`src/rtl/as2650_bus_arbiter.sv`:
```
// Two-requester (CPU/DMA) bus arbiter for the AS2650 core: alternating grant,
// latched transaction, programmable wait-state strobe and one-cycle acknowledge.
module as2650_bus_arbiter #(
  parameter int ADR_W = 13,
  parameter int DW    = 8
) (
  input  logic             wb_clk_i,
  input  logic             wb_rst_i,
  input  logic             cpu_opreq,
  input  logic             cpu_rw,
  input  logic             cpu_m_io,
  input  logic [ADR_W-1:0] cpu_adr,
  input  logic [DW-1:0]    cpu_dout,
  output logic [DW-1:0]    cpu_din,
  output logic             cpu_opack,
  input  logic             dma_req,
  input  logic             dma_rw,
  input  logic             dma_m_io,
  input  logic [ADR_W-1:0] dma_adr,
  input  logic [DW-1:0]    dma_dout,
  output logic [DW-1:0]    dma_din,
  output logic             dma_ack,
  input  logic [2:0]       wait_cfg,
  output logic [ADR_W-1:0] bus_adr,
  output logic [DW-1:0]    bus_dout,
  input  logic [DW-1:0]    bus_din,
  output logic             bus_oeb,
  output logic             bus_mreq,
  output logic             bus_ioreq,
  output logic             bus_we
);

  typedef enum logic [1:0] {
    IDLE   = 2'd0,
    ADDR   = 2'd1,
    ACCESS = 2'd2,
    DONE   = 2'd3
  } state_t;

  state_t     state_r;
  logic       last_dma_r;
  logic       owner_dma_r;
  logic       mask_r;
  logic       m_io_r;
  logic [2:0] wait_r;
  logic [2:0] cnt_r;

  logic       cpu_ok_s;
  logic       dma_ok_s;
  logic       pick_dma_s;

  // Request qualification and alternating winner selection
  always_comb begin
    // mask_r is only set for the first IDLE cycle; last_dma_r then names the requester just acknowledged
    cpu_ok_s = cpu_opreq & ~(mask_r & ~last_dma_r);
    dma_ok_s = dma_req & ~(mask_r & last_dma_r);
    if (cpu_ok_s && dma_ok_s) begin
      pick_dma_s = ~last_dma_r;
    end else if (dma_ok_s) begin
      pick_dma_s = 1'b1;
    end else begin
      pick_dma_s = 1'b0;
    end
  end

  // Transaction sequencer with registered bus and handshake outputs
  always_ff @(posedge wb_clk_i or posedge wb_rst_i) begin
    if (wb_rst_i) begin
      state_r     <= IDLE;
      last_dma_r  <= 1'b0;
      owner_dma_r <= 1'b0;
      mask_r      <= 1'b0;
      m_io_r      <= 1'b0;
      wait_r      <= 3'd0;
      cnt_r       <= 3'd0;
      bus_adr     <= {ADR_W{1'b0}};
      bus_dout    <= {DW{1'b0}};
      cpu_din     <= {DW{1'b0}};
      dma_din     <= {DW{1'b0}};
      bus_oeb     <= 1'b1;
      bus_mreq    <= 1'b0;
      bus_ioreq   <= 1'b0;
      bus_we      <= 1'b0;
      cpu_opack   <= 1'b0;
      dma_ack     <= 1'b0;
    end else begin
      case (state_r)
        IDLE: begin
          mask_r <= 1'b0;
          if (cpu_ok_s || dma_ok_s) begin
            state_r     <= ADDR;
            last_dma_r  <= pick_dma_s;
            owner_dma_r <= pick_dma_s;
            wait_r      <= wait_cfg;
            if (pick_dma_s) begin
              bus_adr  <= dma_adr;
              bus_dout <= dma_dout;
              bus_we   <= dma_rw;
              bus_oeb  <= ~dma_rw;
              m_io_r   <= dma_m_io;
            end else begin
              bus_adr  <= cpu_adr;
              bus_dout <= cpu_dout;
              bus_we   <= cpu_rw;
              bus_oeb  <= ~cpu_rw;
              m_io_r   <= cpu_m_io;
            end
          end
        end
        ADDR: begin
          state_r   <= ACCESS;
          cnt_r     <= 3'd0;
          bus_mreq  <= m_io_r;
          bus_ioreq <= ~m_io_r;
        end
        ACCESS: begin
          if (cnt_r == wait_r) begin
            state_r   <= DONE;
            bus_mreq  <= 1'b0;
            bus_ioreq <= 1'b0;
            if (owner_dma_r) begin
              dma_ack <= 1'b1;
              if (!bus_we) begin
                dma_din <= bus_din;
              end
            end else begin
              cpu_opack <= 1'b1;
              if (!bus_we) begin
                cpu_din <= bus_din;
              end
            end
          end else begin
            cnt_r <= cnt_r + 3'd1;
          end
        end
        DONE: begin
          state_r   <= IDLE;
          cpu_opack <= 1'b0;
          dma_ack   <= 1'b0;
          bus_oeb   <= 1'b1;
          bus_we    <= 1'b0;
          mask_r    <= 1'b1;
        end
        default: begin
          state_r <= IDLE;
        end
      endcase
    end
  end

endmodule

```
`config.mk`:
```
export PLATFORM = sky130hd
export DESIGN_NAME = as2650_bus_arbiter
export DESIGN_NICKNAME = d
export VERILOG_FILES = /design/src/rtl/as2650_bus_arbiter.sv
export SDC_FILE = /design/constraint.sdc
export NUM_CORES = 1
export LEC_CHECK = 0
export ABC_AREA = 1
export CORE_MARGIN = 2
export CORE_UTILIZATION = 40
export DETAILED_ROUTE_END_ITERATION = 6
export GPL_TIMING_DRIVEN = 0
export PLACE_DENSITY = 0.8
export SLEW_MARGIN = 20
export SYNTH_ARGS = -nofsm -noshare
export SYNTH_HDL_FRONTEND = slang
export SYNTH_SLANG_ARGS = --single-unit
```
`constraint.sdc`:
```
create_clock -name wb_clk_i -period 1.5 [get_ports wb_clk_i]
set_clock_uncertainty 0.1 [all_clocks]
set_input_delay 0.15 -clock wb_clk_i [delete_from_list [all_inputs] [get_ports wb_clk_i]]
set_output_delay 0.15 -clock wb_clk_i [all_outputs]
set_load 0.02 [all_outputs]
```
After elaboration in Yosys (flattened, before gate mapping)
Index checks and enable logic that the tools add are counted.

Flip-flop bits (word level): 54. Bits of input ports: 61. Output and inout port bits: 43. Logic and storage cells: 78.

Add/subtract/negate cells: 1. Equality and inequality tests: 9. Mux-type cells: 26. Bitwise gates (word level): 11. Reductions and logical operators: 15.

Operators with widths (count): case mux 1 bit (2 select lines) (7); two-way mux 13 bit (1); two-way mux 1 bit (12); != test 2 bit (second input constant) (5); AND reduction 2 bit (5); two-way mux 8 bit (1); case mux 2 bit (4 select lines) (1); AND reduction 4 bit (2); inverter 1 bit (7); case mux 3 bit (2 select lines) (1); AND reduction 3 bit (2); nonzero test 2 bit (3); bitwise AND 1 bit (4); == test 2 bit (second input constant) (2); two-way mux 2 bit (2); adder 3 x 1 -> 3 bit (second input constant) (1); == test 3 bit (1); two-way mux 3 bit (1); == test 2 x 1 -> 1 bit (second input constant) (1); logical NOT 2 bit (1); logical AND 1 bit (1); logical OR 1 bit (1).

Logic depth before layout (Yosys ltp)
Gate-level depths: netlist of run 1.

Depth in word-level cells: 9. Gate-level depth with buffers: 9. Mapped depth without buffers: 8.

Worst setup path before layout of run 1
No wires, ideal clock.

Path kind: register to register. From: register state_r[0]. To: register dma_din[0]. Data arrival time: 1.287 ns. Data required time: 1.282 ns. Setup slack: -0.005 ns. Cell stages (with the launch flop): 9. Path buffers: 1. Clock period less this slack: 1.505 ns. Cell sequence: dfrtp_1 > inv_1 > ha_1 > buf_2 > nand2_1 > clkinv_1 > nand3_1 > nand2_1 > nand2_1.

Longest elaborated chain between the ends: 2.

Ends and longest elaborated chain: start: declaration (line 40) `state_t state_r;`; start signal: assignment (line 69) `state_r <= IDLE;`; start signal: assignment (line 91) `state_r <= ADDR;`; start signal: assignment (line 111) `state_r <= ACCESS;`; == test 2 bit (line 87) `case (state_r)`; AND reduction 4 bit (no source line); end signal: assignment (line 79) `dma_din <= {DW{1'b0}};`; end signal: assignment (line 124) `dma_din <= bus_din;`; end: declaration (line 21) `output logic [DW-1:0] dma_din,`.

No other way between the ends. A chain may end at the register's enable or synchronous reset.

Final worst setup path of run 1
From: register owner_dma_r. To: register cpu_din[7].

Longest elaborated chain between the ends: 2.

Ends and longest elaborated chain: start: declaration (line 42) `logic owner_dma_r;`; start signal: assignment (line 93) `owner_dma_r <= pick_dma_s;`; inverter 1 bit (no source line); AND reduction 4 bit (no source line); end signal: assignment (line 78) `cpu_din <= {DW{1'b0}};`; end signal: assignment (line 129) `cpu_din <= bus_din;`; end: declaration (line 14) `output logic [DW-1:0] cpu_din,`.

No other way between the ends.

==> results of run 1 <==
-- critical path, stage by stage (launching register included) --
cell and delay, ns:
dfrtp_2 0.48, buf_4 0.16, nor2_2 0.33, nand3_4 0.17, nand2_1 0.09, nand2_1 0.05
-- path summary, 6_finish.rpt --
path	startpoint	depth (start not counted)	slack, ns	endpoint
max	owner_dma_r	5	0.02	cpu_din[7]
min	wb_rst_i	2	0.17	bus_adr[6]
max reg2reg	owner_dma_r	5	0.02	cpu_din[7]
min reg2reg	cpu_din[3]	2	0.37	cpu_din[3]
max in group asynchronous	wb_rst_i	3	0.59	owner_dma_r
min in group wb_clk_i	wait_cfg[1]	3	0.27	wait_r[1]
-- power by group --
part	switching, mW	total, mW	internal [mW]
Clock	0.491	0.872	0.381
Sequential	0.453	2.62	2.17
Combinational	2.84	4.88	2.04
-- per-layer routing --
metal | vias up | share of wire (%) | global-route usage (%)
met5 | - | 0 | 0
li1 | 1309 | - | -
met1 | 1197 | 41 | 23.2
met3 | 7 | 10 | 7.43
met4 | 0 | 1.4 | 6.39
met2 | 110 | 48 | 33.6
-- cells in the final DEF, fill, tap and decap left out, types with 2 or more instances in the layout --
cell / count
nand2_4: 2
clkbuf_4: 2
o211ai_1: 5
inv_2: 4
dfrtp_1: 52
buf_12: 4
clkbuf_16: 2
buf_4: 11
buf_2: 2
ha_1: 3
o21ai_1: 3
inv_1: 32
clkbuf_8: 6
clkdlybuf4s50_1: 60
nand2_1: 135
nand3_1: 7
buf_6: 5
o21ai_0: 6
xor2_1: 2
nand2_2: 9
dlygate4sd2_1: 43
clkinvlp_4: 2
o211ai_2: 16
nand3_4: 3
nand4_1: 22
-- cells in the mapped netlist, drive strengths merged (2+ instances only) --
cell and n:
nand4 22, o21ai 10, buf 12, nor2 3
ha 4, inv 38, dfrtp 53, nand2 146
clkinv 2, nand3 11, o211ai 21, xor2 2
-- cell families after synthesis --
| logic type | after synthesis |
|---|---|
| simple gates | 182 |
| fa+ha+maj | 4 |
| compound gates | 32 |
| xor+xnor | 3 |
| flops | 54 |
| buf+inv | 53 |
-- flip-flops by register name, indices dropped and copies added (netlist names), 2 cells and up --
signal / flops
bus_dout: 8
dma_din: 8
cpu_din: 8
state_r: 2
cnt_r: 3
wait_r: 3
bus_adr: 13
-- per-stage QoR --
step / TNS [ns] / instances / total power, mW / hold slack (ns)
after global placement: -7.87 / 511 / 7.05 / 0.356
final: 0 / 533 / 8.38 / 0.172
after floorplan: 0 / 328 / 5.30 / 0.117
after global routing: -1.61 / 533 / 9.03 / 0.215
after detailed placement: -5.39 / 512 / 7.20 / 0.359
after CTS: 0 / 521 / 7.92 / 0.179
-- what timing repair did --
action | 4_1_cts | 5_1_grt
setup endpoints to repair | 82 | 47
buffers inserted | 2 | 8
pin swaps | 0 | 24
resized for setup | 59 | 26
cloned | 0 | 4
-- cell type report --
cell class	instances	area, µm²
Buffer	12	125
Clock inverter	2	16.3
Fill cell	572	2500
Timing Repair inverter	1	6.26
Tap cell	80	100
Timing Repair Buffer	117	1150
Inverter	40	166
Sequential cell	54	1350
Clock buffer	6	82.6
Multi-Input combinational cell	221	1220
==> run summary, run 1 <==
Along the worst path, the maximum fanout reaches 9. Yosys printed 0 warnings. Headroom to the max-slew limit came out at 54.8%.

Dividing the detail-routed wire length by the instance count gives 13.6 µm. The initial antenna violation count was 0; the number of input and output port buffers inserted was 103. STA classifies the critical path endpoint as a flop. The repair_antennas step left the layout with diodes totalling 0.

The die covers 7520 µm². Of the cells placed in the final design, the portion with a size suffix greater than 1 is 17.4%. The share of synthesized area in the top cell type comes to 48.4%. Once layout is complete, the utilization of the core stands at 62.8%. For this design the ratio of total power to cell area is 1990 nW/µm². Yosys attributes the largest share of cell area to dfrtp_1, nand2_1, o211ai_2, nand4_1, inv_1. For this run, the register share of the synthesized area comes to 49.4%. The minimum setup slack after placement was -0.173 ns; the growth of design area from synthesis to finish was 54.0%. In the routed design, unresolved DRC markers number 0. The maximum clock frequency is 673 MHz, and the critical path data arrival time is 1.59 ns.

Wires add up to 7.25 mm. The number of vias per cell after detailed routing was 4.92; the post-synthesis instance total was 328. CTS placed an instance of clkbuf_8 at the clock tree root. The initialized floorplan defines 30 standard-cell rows.

The run gives 2740 µm² as the combined area of all synthesized cells. For the overall via count from detail_route, the log shows 2623. For the finished layout, the period the worst path requires is 1.48 ns.

Of the total synthesized cell area, the portion taken by XOR and XNOR cells is 0.960%. In this run the number of H-tree levels came out at 2. In this run, distinct cell masters in the synthesized netlist total 26. The worst-case IR drop observed on VDD is 0.975 mV. Across the run, the number of max-cap violations was 0. The initial detailed-routing violation count was 97. Counting the buffers created by CTS gives 5.

The tools report the I/O pin total as 104. The aggregate global routing overflow was 0. The final instance area was 4220 µm²; the last weighted congestion value of the routability-driven placer was 0.856.

The number of buffers inserted for hold repair after clock tree synthesis came out at 0. Measured against the total synthesized area, the mux share comes to 0%. The number of nets in the synthesized netlist is 393.

The clock-pin slew on the worst setup and hold paths was 0.10 ns. The most used flip-flop cell after synthesis is dfrtp_1. The die is 86.7 µm tall. Setup repair after global routing could not meet its margin everywhere. For this run, asynchronously set or reset flops after synthesis account for 100%. The tools report the via count of the first global-routing pass as 2570. TritonCTS built the clock tree. After Yosys synthesis, and, or, nand and nor cells account for 28.2% of the synthesized area. The fraction of the cycle the final worst path needs was 99.0%; the compound-cell area share of the yosys netlist was 10.8%. The run gives 0 as the final count of pins violating max slew. The first global-routing pass estimated 11.6 mm of wire.

The buffer depth of the longest clock path came out at 2. The largest family of logic cells by synthesized area is simple AND/OR/NAND/NOR gates. The first TritonRoute pass finished after 4 iterations. Counting flops with a built-in enable in the synthesized netlist gives 0. The floorplan step defined a core boundary enclosing 6720 µm².

Summing all placed instances gives a cell area of 3900 µm². The pin slew with the least headroom to its limit was 0.677 ns. Cell leakage power: 2.17 nW.

CTS saw 54 sinks. Setup violations remaining at the end of the flow were counted as 0. STA classifies the critical path startpoint as a flop.

The later pin in the worst-skew pair is clocked with a latency of 0.31 ns. The flow ran to the end, and the final reports show no timing, DRC or antenna violations. For this configuration, the core starts out at a cell density of 40.7%. Global routing consumed, over all layers together, 19.8% of the routing resources. In this run the horizontal extent of the chip is 86.7 µm. The leading area contributor after synthesis was dfrtp_1. The worst min-delay path class was in2async. Entering global routing, the biggest net connects 31 pins. By startpoint and endpoint, the worst setup path is classified as reg2reg. A synthesized cell averages 8.35 µm². In this run the remaining antenna-violating nets after routing total 0. The flip-flop and latch count after synthesis works out to 54. The final layout contains 517 nets. Once detailed placement completed, the half-perimeter wirelength came to 5.41 mm. The run gives 0 as the number of hold-slack violations in the final timing report.

For the worst setup path, the data required time is 1.60 ns. The tools report the smallest setup slack after layout as 0.0150 ns. After Yosys synthesis, full adders, half adders and majority gates account for 1.83% of the synthesized area.
Power figures use the tool's default switching activity.
==> run 2, diff against run 1 <==
--- a/constraint.sdc
+++ b/constraint.sdc
@@ -4,2 +4,2 @@
 set_output_delay 0.15 -clock wb_clk_i [all_outputs]
-set_load 0.02 [all_outputs]
+set_load 0.005 [all_outputs]
==> run summary, run 2 (synthesized netlist as in run 1, its figures left out) <==
The flow ran to the end, and the final reports show no timing, DRC or antenna violations. The maximum clock frequency is 672 MHz. The fraction of the cycle the final worst path needs was 99.1%.

After routing the design area is 4340 µm². The global routing stage identified its most utilized layer as met2. The tools report the number of clock sinks as 54.

The number of standard-cell rows in the floorplan is 30. bus_adr holds more flip-flops than any other register. The tools report the sort of element at the start of the critical path as a flop. The die covers 7520 µm². The run gives 2589 as the via count of the first global-routing pass. For met2 alone, demand over resource in global routing was 33.6%.

The most frequent standard cell in the layout excluding fill and tap cells was nand2_1. Setup violations remaining at the end of the flow were counted as 0. For met3 alone, demand over resource in global routing was 7.43%. The logs give 0 for the final count of pins violating max slew and 6720 µm² for the placeable core region. At the pin with the least slew margin, the transition time is 0.675 ns. The count of buffers added on input and output ports is 103.

For the finished layout, the period the worst path requires is 1.49 ns. For the effective utilization at floorplan, the log shows 40.7%. The post-route setup TNS came out at 0 ns.

For this run, global-route usage on met1 was measured as 23.7%. In the routed layout, each cell is associated on average with a via count of 4.88. The number of flip-flops in the largest register is 13, and the total clock buffers created by CTS is 5.

The later pin in the worst-skew pair is clocked with a latency of 0.32 ns. The maximum level of the CTS H-tree came out at 2. The tools report the aggregate global routing overflow as 0. The number of buffers inserted for hold repair after clock tree synthesis is 0, and the number of nets at the end of the flow is 521.

Max-cap violations in this run came to 0. Data on the critical path is required at its endpoint by 1.62 ns. Entering global routing, the biggest net connects 31 pins.

In the layout the commonest cells are nand2_1, clkdlybuf4s50_1, dfrtp_1. The worst path meets setup with 0.0128 ns of slack. From synthesis to final layout, the design area changed by 58.6%. TritonCTS built the clock tree. The first detailed-routing pass took 4 iterations. The area after detailed placement was 3900 µm². The number of antenna diodes in the final layout is 0. Of the cells placed in the final design, the portion with a size suffix greater than 1 is 18.8%.

The die is 86.7 µm wide. The wire-length estimate of the detail-placed layout is 5.41 mm. The logs give 20.0% for the total global-route track usage and 7.40 mm for the total wire length after detailed routing. The relative slew slack is 54.9%, and the buffer depth of the longest clock path is 2. By startpoint and endpoint, the worst setup path is classified as reg2reg.

The design draws 8.23 mW. Setup repair after global routing could not meet its margin everywhere. Summed over all cells, the static leakage comes to 2.25 nW.

The residual antenna-violating net count after detailed routing was 0; the areal power density over the cells was 1890 nW/µm². The worst min-delay path class is in2async. Of all nets on the critical path, the largest fanout is 7. The initial detailed-routing violation count is 89. 104 I/O pins were placed. The number of hold-slack violations in the final timing report was 0; the mean routed wirelength per cell was 13.8 µm.

The critical path data arrival time was 1.60 ns; the minimum setup slack after placement was -0.173 ns. The maximum ir drop on the vdd rail is 0.812 mV. The cell sitting at the root of the clock tree is a clkbuf_8. Once placement completed, the tool counted placed cells totaling 512. The first global-routing pass estimated 11.7 mm of wire. The congestion estimate from routability-driven global placement came to 0.856. The post-route DRC violation count was 0; the filler-free cell count of the finished design was 537. The kind of end point of the critical path was a flop. The chip height was 86.7 µm. The tools report the initial antenna violation count as 0.

The final route contains 2621 vias. Clock-pin slew was measured on the worst setup and hold paths at 0.11 ns.
[run 2: cell count changes in the layout (fill, tap and decap cells not counted), sizes merged]
cell           previous run  this run
dlygate4sd2              43         1
clkdlybuf4s50            60        90
buf                      22        26
dlymetal6s2s              0        12
[run 2: worst paths after layout]
kind	startpoint	endpoint	slack, ns	cells past startpoint
min	wb_rst_i	bus_mreq	0.16	2
max in group asynchronous	wb_rst_i	dma_ack	0.60	3
min reg2reg	bus_oeb	bus_oeb	0.38	2
max reg2reg	owner_dma_r	bus_adr[2]	0.01	9
min in group wb_clk_i	wait_cfg[1]	wait_r[1]	0.27	3
max	owner_dma_r	bus_adr[2]	0.01	9
[run 2: repair_timing]
| item | 4_1_cts | 5_1_grt |
|---|---|---|
| setup buffers | 3 | 11 |
| endpoints found under the hold margin | 0 | 0 |
| pin swaps | 0 | 25 |
| gates resized for setup | 17 | 42 |
| gates cloned | 0 | 4 |
| setup endpoints to repair | 41 | 58 |
[run 2: cell type report]
class	count	area [µm²]
timing repair inverter	1	6.26
inverter	40	166
fill	530	2380
sequential	54	1350
buffer	12	125
clock buffer	6	82.6
timing repair buffer	121	1260
clock inverter	2	16.3
tap	80	100
multi-input combinational	221	1230
[run 2: power breakdown]
part | internal (mW) | switching (mW)
clock | 0.381 | 0.506
combinational | 2.46 | 2.25
sequential | 2.17 | 0.465
[run 2: metrics by stage]
stage | util [%] | hold WS (ns)
final | 64.6 | 0.163
after global routing | 64.6 | 0.215
after CTS | 60.8 | 0.179
after detailed placement | 58.0 | 0.359
after global placement | 57.7 | 0.356
after floorplan | - | 0.117
[run 2: worst max-delay path, cell delays in order, from the launching register on]
cell	delay, ns
dfrtp_2	0.49
inv_2	0.09
nand2_2	0.05
nand2_2	0.08
nand2_2	0.07
nand2_4	0.15
inv_8	0.07
clkbuf_16	0.16
o211ai_2	0.06
nand2_1	0.07
[run 2: per-layer routing]
metal  vias to the layer above  part of all wire [%]
met2                       105                    48
met1                      1202                    41
met5                         -                     0
li1                       1309                     -
met3                         5                   9.4
met4                         0                   1.3
